File: src/rtl/axi_w_alloc_pkg.sv
// Shared types and helpers for the AXI W-channel data allocator.
// AXI_W_BEAT_STRUCT builds the beat struct for any data/user width.
package axi_w_alloc_pkg;

    localparam int SKID_DEPTH = 2;

    // Pointer width for a FIFO of depth v; never narrower than one bit.
    function automatic int clog2_safe(input int v);
        return (v <= 2) ? 1 : $clog2(v);
    endfunction

endpackage

`ifndef AXI_W_BEAT_STRUCT
`define AXI_W_BEAT_STRUCT(DW, UW) struct packed { \
    logic [(DW)-1:0]   data; \
    logic [(DW)/8-1:0] strb; \
    logic              last; \
    logic [(UW)-1:0]   user; \
}
`endif

File: src/rtl/axi_w_id_fifo.sv
// Generic synchronous FIFO: holds AW grant IDs or, in the top, skid beats.
// Latency: no fall-through, a pushed entry is at the head one cycle later at the earliest.
// Backpressure: push dropped while full (even with a same-cycle pop), pop ignored while empty.
module axi_w_id_fifo
    import axi_w_alloc_pkg::*;
#(
    parameter int DEPTH = 8,
    parameter int WIDTH = 8
) (
    input  logic                        clk,
    input  logic                        rst,
    input  logic                        push,
    input  logic                        pop,
    input  logic [WIDTH-1:0]            push_data,
    output logic [WIDTH-1:0]            data,
    output logic                        full,
    output logic                        empty,
    output logic [clog2_safe(DEPTH):0]  count
);

    localparam int AW = clog2_safe(DEPTH);
    localparam int CW = AW + 1;

    logic [WIDTH-1:0] mem [DEPTH];
    logic [AW-1:0]    wr_ptr;
    logic [AW-1:0]    rd_ptr;
    logic             push_ok;
    logic             pop_ok;

    assign full    = (count == CW'(DEPTH));
    assign empty   = (count == '0);
    assign push_ok = push & ~full;
    assign pop_ok  = pop & ~empty;
    assign data    = mem[rd_ptr];

    // Depth is a power of two, so the pointers wrap by natural overflow.
    always_ff @(posedge clk) begin
        if (rst) begin
            wr_ptr <= '0;
            rd_ptr <= '0;
            count  <= '0;
            for (int i = 0; i < DEPTH; i++) begin
                mem[i] <= '0;
            end
        end else begin
            if (push_ok) begin
                mem[wr_ptr] <= push_data;
                wr_ptr      <= wr_ptr + 1'b1;
            end
            if (pop_ok) begin
                rd_ptr <= rd_ptr + 1'b1;
            end
            case ({push_ok, pop_ok})
                2'b10:   count <= count + 1'b1;
                2'b01:   count <= count - 1'b1;
                default: count <= count;
            endcase
        end
    end

endmodule

File: src/rtl/axi_w_data_allocator.sv
// Init-side W merger: forwards bursts from N target ports in AW grant order (AXI_W_ALLOC_SKID_EN adds a skid).
// Latency: 0 cycles combinational; 1 cycle when AXI_W_ALLOC_SKID_EN is defined.
// Backpressure: only the head port sees wready; with the skid, wready_o is cut from wready_i.
module axi_w_data_allocator
    import axi_w_alloc_pkg::*;
#(
    parameter int N_TARG_PORT = 8,
    parameter int FIFO_DEPTH  = 8,
    parameter int AXI_DATA_W  = 64,
    parameter int AXI_USER_W  = 6
) (
    input  logic                              clk,
    input  logic                              rst,
    input  logic                              test_en_i,
    input  logic                              push_ID_i,
    input  logic [N_TARG_PORT-1:0]            ID_i,
    output logic                              grant_FIFO_ID_o,
    input  logic [N_TARG_PORT*AXI_DATA_W-1:0] wdata_i,
    input  logic [N_TARG_PORT*AXI_DATA_W/8-1:0] wstrb_i,
    input  logic [N_TARG_PORT-1:0]            wlast_i,
    input  logic [N_TARG_PORT*AXI_USER_W-1:0] wuser_i,
    input  logic [N_TARG_PORT-1:0]            wvalid_i,
    output logic [N_TARG_PORT-1:0]            wready_o,
    output logic [AXI_DATA_W-1:0]             wdata_o,
    output logic [AXI_DATA_W/8-1:0]           wstrb_o,
    output logic                              wlast_o,
    output logic [AXI_USER_W-1:0]             wuser_o,
    output logic                              wvalid_o,
    input  logic                              wready_i
);

    localparam int DW = AXI_DATA_W;
    localparam int SW = AXI_DATA_W / 8;
    localparam int UW = AXI_USER_W;
    localparam int CW = clog2_safe(FIFO_DEPTH) + 1;

    typedef `AXI_W_BEAT_STRUCT(AXI_DATA_W, AXI_USER_W) w_beat_t;
    localparam int BW = $bits(w_beat_t);

    logic [N_TARG_PORT-1:0] head;
    logic                   fifo_full;
    logic                   fifo_empty;
    logic [CW-1:0]          id_count;
    logic                   pop;
    logic                   out_ready;
    logic [N_TARG_PORT-1:0] sel_mask;
    logic                   sel_valid;
    w_beat_t                sel_beat;
    w_beat_t                out_beat;

    axi_w_id_fifo #(
        .DEPTH (FIFO_DEPTH),
        .WIDTH (N_TARG_PORT)
    ) u_id_fifo (
        .clk       (clk),
        .rst       (rst),
        .push      (push_ID_i),
        .pop       (pop),
        .push_data (ID_i),
        .data      (head),
        .full      (fifo_full),
        .empty     (fifo_empty),
        .count     (id_count)
    );

    assign grant_FIFO_ID_o = ~fifo_full;

    assign sel_mask  = wvalid_i & head & {N_TARG_PORT{~fifo_empty}};
    assign sel_valid = |sel_mask;
    assign pop       = |(sel_mask & wlast_i) & out_ready;
    assign wready_o  = head & {N_TARG_PORT{~fifo_empty & out_ready}};

    // One-hot AND-OR mux; an idle or absent head yields an all-zero beat.
    always_comb begin
        sel_beat = '0;
        for (int i = 0; i < N_TARG_PORT; i++) begin
            sel_beat.data = sel_beat.data | ({DW{sel_mask[i]}} & wdata_i[i*DW +: DW]);
            sel_beat.strb = sel_beat.strb | ({SW{sel_mask[i]}} & wstrb_i[i*SW +: SW]);
            sel_beat.last = sel_beat.last | (sel_mask[i] & wlast_i[i]);
            sel_beat.user = sel_beat.user | ({UW{sel_mask[i]}} & wuser_i[i*UW +: UW]);
        end
    end

`ifdef AXI_W_ALLOC_SKID_EN
    logic                            skid_full;
    logic                            skid_empty;
    logic [clog2_safe(SKID_DEPTH):0] skid_count;
    logic [BW-1:0]                   skid_data;

    // Accept only while the skid has room, keeping wready_i out of the wready_o cone.
    axi_w_id_fifo #(
        .DEPTH (SKID_DEPTH),
        .WIDTH (BW)
    ) u_skid (
        .clk       (clk),
        .rst       (rst),
        .push      (sel_valid & out_ready),
        .pop       (wready_i),
        .push_data (sel_beat),
        .data      (skid_data),
        .full      (skid_full),
        .empty     (skid_empty),
        .count     (skid_count)
    );

    assign out_ready = ~skid_full;
    assign wvalid_o  = ~skid_empty;
    assign out_beat  = w_beat_t'(skid_data);

    logic unused_skid;
    assign unused_skid = ^skid_count;
`else
    assign out_ready = wready_i;
    assign wvalid_o  = sel_valid;
    assign out_beat  = sel_beat;
`endif

    assign wdata_o = out_beat.data;
    assign wstrb_o = out_beat.strb;
    assign wlast_o = out_beat.last;
    assign wuser_o = out_beat.user;

    logic unused_sig;
    assign unused_sig = ^{test_en_i, id_count};

    a_id_onehot: assert property (@(posedge clk) disable iff (rst) push_ID_i |-> $onehot(ID_i));

endmodule

File: config.mk
export PLATFORM = sky130hd
export DESIGN_NAME = axi_w_data_allocator
export DESIGN_NICKNAME = d
export VERILOG_FILES = /design/src/rtl/axi_w_alloc_pkg.sv /design/src/rtl/axi_w_id_fifo.sv /design/src/rtl/axi_w_data_allocator.sv
export SDC_FILE = /design/constraint.sdc
export NUM_CORES = 1
export LEC_CHECK = 0
export ABC_AREA = 0
export BUFFER_PORTS_ARGS = -buffer_cell sky130_fd_sc_hd__buf_2
export CAP_MARGIN = 20
export CORE_AREA = 2 2 293 295
export DETAILED_ROUTE_END_ITERATION = 8
export DIE_AREA = 0 0 295 297
export SLEW_MARGIN = 30
export SYNTH_ARGS = -nofsm -noshare
export SYNTH_HDL_FRONTEND = slang
export SYNTH_SLANG_ARGS = --single-unit
File: constraint.sdc
create_clock -name clk -period 3.55 [get_ports clk]
set_clock_uncertainty 0.15 [all_clocks]
set_input_delay 0.71 -clock clk [delete_from_list [all_inputs] [get_ports clk]]
set_output_delay 0.71 -clock clk [all_outputs]
set_load 0.02 [all_outputs]
* Word-level counts from Yosys, hierarchy flattened
Memory sizes are Yosys's and may differ from the RTL's. A register that Yosys moved wholly into a read port is not among the register bits. Index checks and enable logic that the tools add are counted. Widths: inputs -> output; s select.
Storage, ports and cells: RAM bits 64, bits of input ports 653, memories 1, register bits after elaboration 10
Operators by class: bitwise operators 70, add/subtract/negate cells 4, equal/unequal tests 3, muxes and demuxes 11, reduce and logical (&&, ||, !) cells 5
Memories:
- u_id_fifo.mem | depth 8, bits a word 8, rd ports 1, clocked after Yosys merged registers in 1, write ports 8, line axi_w_id_fifo.sv:24 | logic [WIDTH-1:0] mem [DEPTH];
Operator list (number):
- $and 64x64->64 | 8
- $or 64x64->64 | 7
- $and 8x8->8 | 12
- $or 8x8->8 | 7
- $and 6x6->6 | 8
- $or 6x6->6 | 7
- $reduce_or 8->1 | 3
- $and 1x1->1 | 12
- $mux 3 | 3
- $mux 8 | 1
- $pmux 4 s2 | 1
- $or 1x1->1 | 7
- $add 3x1->3 const B | 2
- $mux 1 | 6
- $add 4x1->4 const B | 1
- $eq 4x4->1 const B | 1
- $logic_not 4->1 | 1
- $sub 4x1->4 const B | 1
- $eq 2x1->1 const B | 1
- $eq 2x2->1 const B | 1
- $not 1->1 | 2
- $reduce_bool 2->1 | 1

* Logic depth before layout (Yosys ltp)
depth in word-level cells 11, depth in mapped cells 14

* By module
A second synthesis with hierarchy kept.
Second synthesis, totals: cells, all modules 957, area total of the unflattened synthesis 9331.4 µm²
By module, submodules not included:
- axi_w_data_allocator | times used 1, area each 5843.1 µm², cells each 695, sequential area each 0.0 µm²
- axi_w_id_fifo | times used 1, area each 3488.3 µm², cells each 262, sequential area each 2182.1 µm²

* Least setup slack after synthesis
Ideal clock, no wire load.
kind reg-to-reg, from reg u_id_fifo.count[1], to reg u_id_fifo.count[2], arrival time 3.007 ns, data required time 3.330 ns, setup slack 0.323 ns, cell stages (with the launch flop) 15, clock period less this slack 3.227 ns, setup time 0.070 ns, path through dfxtp_1 > buf_6 > or4_4 > buf_6 > nand3_2 > nor3_1 > a2111oi_4 > a31oi_4 > ha_1 > xor2_1 > ha_1 > a21oi_1 > xor2_1 > or3_1 > a21oi_1
On the way: word-level cells in the longest chain between the ends 9, elaborated cells on any way between the ends 16
Ends and longest elaborated chain:
- from (decl) | line axi_w_id_fifo.sv:18 | output logic [clog2_safe(DEPTH):0] count
- from (signal assigned) | line axi_w_id_fifo.sv:54 | 2'b10: count <= count + 1'b1;
- from (signal assigned) | line axi_w_id_fifo.sv:55 | 2'b01: count <= count - 1'b1;
- from (signal assigned) | line axi_w_id_fifo.sv:56 | default: count <= count;
- $logic_not 4->1 | line axi_w_id_fifo.sv:31 | assign empty = (count == '0);
- $not 1->1 | line axi_w_id_fifo.sv:33, axi_w_data_allocator.sv:68
- $and 8x8->8 | line axi_w_data_allocator.sv:68 | assign sel_mask = wvalid_i & head & {N_TARG_PORT{~fifo_empty}};
- $and 8x8->8 | line axi_w_data_allocator.sv:70 | assign pop = |(sel_mask & wlast_i) & out_ready;
- $reduce_or 8->1 | line axi_w_data_allocator.sv:70
- $and 1x1->1 | line axi_w_data_allocator.sv:70
- $and 1x1->1 | line axi_w_id_fifo.sv:33 | assign pop_ok = pop & ~empty;
- $eq 2x1->1 / $eq 2x2->1 (equally long branches) | line axi_w_id_fifo.sv:53 | case ({push_ok, pop_ok})
- $pmux 4 s2 / $reduce_bool 2->1 (equally long branches)
Parallel ways exist; a longest one is shown, timed or not. A chain may end at the register's enable or synchronous reset.

==> impl_metrics.env <==
export IMPL_synthesized_netlist_net_count=1428
export IMPL_finalPower_mw=5.77
export IMPL_most_common_cell_after_layout_fill_and_taps_aside="sky130_fd_sc_hd__buf_2"
export IMPL_yosysWarningCount=0
export IMPL_global_route_usage_total_pct=14.8
export IMPL_tritoncts="yes"
export IMPL_count_of_buffers_inserted_at_the_top_level_ports=740
export IMPL_mostFrequentLayoutCells="sky130_fd_sc_hd__buf_2, sky130_fd_sc_hd__buf_4, sky130_fd_sc_hd__a22oi_1, sky130_fd_sc_hd__nand2_1"
export IMPL_clkSlewWorstSetupHoldPaths_ns=0.06
export IMPL_post_synth_top_area_cell="sky130_fd_sc_hd__edfxtp_1"
export IMPL_detailedRoute_firstIterationViolations=1304
export IMPL_drt_drc_violations_left=0
export IMPL_syn_to_final_growth_pct=122
export IMPL_reg2reg_slack_ns=0.06
export IMPL_drv_max_cap_violation_count=0
export IMPL_hold_class="flop to flop"
export IMPL_whs_endpoint="u_id_fifo.rd_ptr[1]"
export IMPL_grt_overflow_total=0
export IMPL_drt_vias_per_instance=4.11
export IMPL_initial_utilization_pct=8.14
export IMPL_numClockSinks=77
export IMPL_die_area_um2=87600
export IMPL_die_height_um=297
export IMPL_cp_data_required_time_ns=2.69
export IMPL_grt_pass1_vias=11000
export IMPL_place_detailed_instances=2699
export IMPL_routabilityCongestion=0.950
export IMPL_synth_top_cells_by_area="sky130_fd_sc_hd__edfxtp_1, sky130_fd_sc_hd__a22oi_1, sky130_fd_sc_hd__a222oi_1, sky130_fd_sc_hd__nand4_1, sky130_fd_sc_hd__and2_1"
export IMPL_max_freq_ghz=0.263
export IMPL_violations="negative setup slack"
export IMPL_vdd_ir_drop_max_uv=224
export IMPL_critPathLaunchType="flop"
export IMPL_final_instance_count_excl_fill=2798
export IMPL_synth_top_flop_cell="sky130_fd_sc_hd__edfxtp_1"
export IMPL_path_class="flop to output port"
export IMPL_wl_per_cell_um=25.5
export IMPL_cell_area_synth_um2=6880
export IMPL_regToRegEndpoint="u_id_fifo.count[2]"
export IMPL_path_max_fanout=8
export IMPL_numnets_final=2292
export IMPL_syn_inst_count=770
export IMPL_floorplan_core_area_um2=84500
export IMPL_setup_repair_after_global_routing_missed_its_margin="yes"
export IMPL_async_reset_ff_share_pct=0
export IMPL_total_leakage_power_nw=6.64
export IMPL_distinct_cell_type_count_after_synthesis=44
export IMPL_finalSetupViolCount=69
export IMPL_grt_start_max_net_pins=36
export IMPL_final_hold_viol_count=0
export IMPL_pin_count=742
export IMPL_h_tree_depth=3
export IMPL_post_route_period_util_pct=107
export IMPL_rows=107
export IMPL_grt_first_pass_wirelength_um=89100
export IMPL_routed_via_count=11500
export IMPL_hold_depth=2
export IMPL_route_antenna_remaining_nets=0
export IMPL_totalWireLength_um=71400
export IMPL_cp_arrival_ns=2.94
export IMPL_placedInstanceArea_um2=13100
export IMPL_synth_top_cell_area_share_pct=27.9
export IMPL_final_period_minus_worst_setup_slack_ns=3.80
export IMPL_drt_first_pass_iters=9
export IMPL_cts_buffers_inserted=9
export IMPL_hold_path_startpoint="u_id_fifo.rd_ptr[1]"
export IMPL_relSlewSlack_pct=59.8
export IMPL_place_detailed_hpwl_um=56400
export IMPL_preCtsSetupSlack_ns=0.00135
export IMPL_power_density_cell_area_nw_per_um2=377
export IMPL_setup_slack_ns=-0.253
export IMPL_status="complete, but fails checks"
export IMPL_critical_path_endpoint_type="output port"
export IMPL_cts_root_to_sink_buffers=2
export IMPL_die_width_um=295
export IMPL_clk_insertion_delay_late_ns=0.34
export IMPL_post_synthesis_average_cell_area_um2=8.94
export IMPL_synth_enable_flop_cells=64
export IMPL_antenna_found_initial=40
export IMPL_synth_seq_cells=77
export IMPL_rr_worst_depth=16
export IMPL_clock_root_buffer="sky130_fd_sc_hd__clkbuf_16"
export IMPL_share_of_post_route_cells_with_drive_strength_above_1_pct=64.6
export IMPL_timing_worst_slew_pin_value_ns=0.600
export IMPL_synth_sequential_area_ratio_pct=31.7
export IMPL_finalInstanceArea_um2=15300
export IMPL_report_final_slew_viol_count=0
## stage by stage
stage          hold WS, ns  util (%)  TNS, ns
2_1_floorplan        0.318         -        0
3_3_place_gp         0.357      15.6  -0.0776
3_5_place_dp         0.357      15.6        0
4_1_cts              0.369      17.4    -8.20
5_1_grt              0.415      18.1   -13.93
6_report             0.368      18.1    -7.09
## state kept, by name, indices dropped and copies added, names as in the netlist, named ones only
signal            count
u_id_fifo.mem        64
u_id_fifo.count       4
u_id_fifo.rd_ptr      3
u_id_fifo.wr_ptr      3
## worst max-delay path, stage by stage (launching register included)
cell and delay, ns:
sky130_fd_sc_hd__dfxtp_4 0.39, sky130_fd_sc_hd__buf_12 0.14, sky130_fd_sc_hd__mux2_4 0.31, sky130_fd_sc_hd__o211ai_1 0.28, sky130_fd_sc_hd__nor3_4 0.06, sky130_fd_sc_hd__buf_6 0.13
sky130_fd_sc_hd__buf_12 0.15, sky130_fd_sc_hd__buf_12 0.15, sky130_fd_sc_hd__buf_4 0.13, sky130_fd_sc_hd__a222oi_1 0.31, sky130_fd_sc_hd__nand4_1 0.28, sky130_fd_sc_hd__buf_4 0.25
## worst max path at each step
stage / from / endpoint / slack (ns) / cells after the start
after global placement: flop / wdata_o[48] / -0.07 / 11
after floorplan: u_id_fifo.count[1] / u_id_fifo.count[2] / 0.32 / 14
after CTS: flop / wdata_o[54] / -0.28 / 10
final: flop / wdata_o[21] / -0.25 / 11
after global routing: flop / wdata_o[51] / -0.32 / 10
after detailed placement: flop / u_id_fifo.count[2] / 0.001 / 13
## layer usage
layer | GRT usage [%] | share of wire, %
met1 | 17.8 | 39
met2 | 23.1 | 43
met3 | 7.18 | 14
met4 | 4.42 | 3.7
met5 | 0 | 0.35
## report_power, final
group / internal [mW] / switching (mW) / leakage, nW / total, mW
combinational: 1.72 / 2.18 / 5.74 / 3.89
sequential: 1.03 / 0.0210 / 0.770 / 1.05
clock: 0.470 / 0.359 / 0.122 / 0.829
## cell families (layout without fill, tap and decap cells)
| logic type | count (synthesis) | count (layout) | synth area share [%] |
|---|---|---|---|
| simple gates | 299 | 299 | 23.6 |
| compound gates | 273 | 273 | 32.6 |
| flops | 77 | 77 | 31.7 |
| buf+inv | 75 | 944 | 4.71 |
| mux | 35 | 35 | 5.69 |
| xor+xnor | 6 | 6 | 0.764 |
| fa+ha+maj | 5 | 5 | 0.909 |
| other cells | 0 | 15 | 0 |
## synth_stat cells (all sizes together), types with 4 or more instances
cell / count
and2: 64
a222oi: 69
edfxtp: 64
a22o: 9
mux2: 33
nand4: 69
nor2b: 4
nand3: 16
buf: 24
ha: 5
nand2: 83
dfxtp: 13
nand2b: 6
a22oi: 158
or2: 11
nor4: 4
nor3: 16
xor2: 5
a21oi: 4
a221oi: 9
o22ai: 14
clkbuf: 51
nor2: 20
## repair_timing
| item | 4_1_cts | 5_1_grt |
|---|---|---|
| endpoints found under the hold margin | 0 | 0 |
| buffers inserted | 36 | 27 |
| gates cloned | 9 | 5 |
| endpoints found under the setup margin | 79 | 82 |
| hold buffers | 0 | 0 |
| resized for setup | 198 | 73 |
| pin swaps | 119 | 105 |
## cell type report
type,count,area (µm²)
clock buffer,10,229
sequential,77,2190
fill,9422,69200
tap,1144,1430
antenna,15,37.5
clock inverter,6,40.0
timing repair buffer,928,6390
multi-input combinational,618,4970
Note: power is estimated with default switching activity, not from simulation.
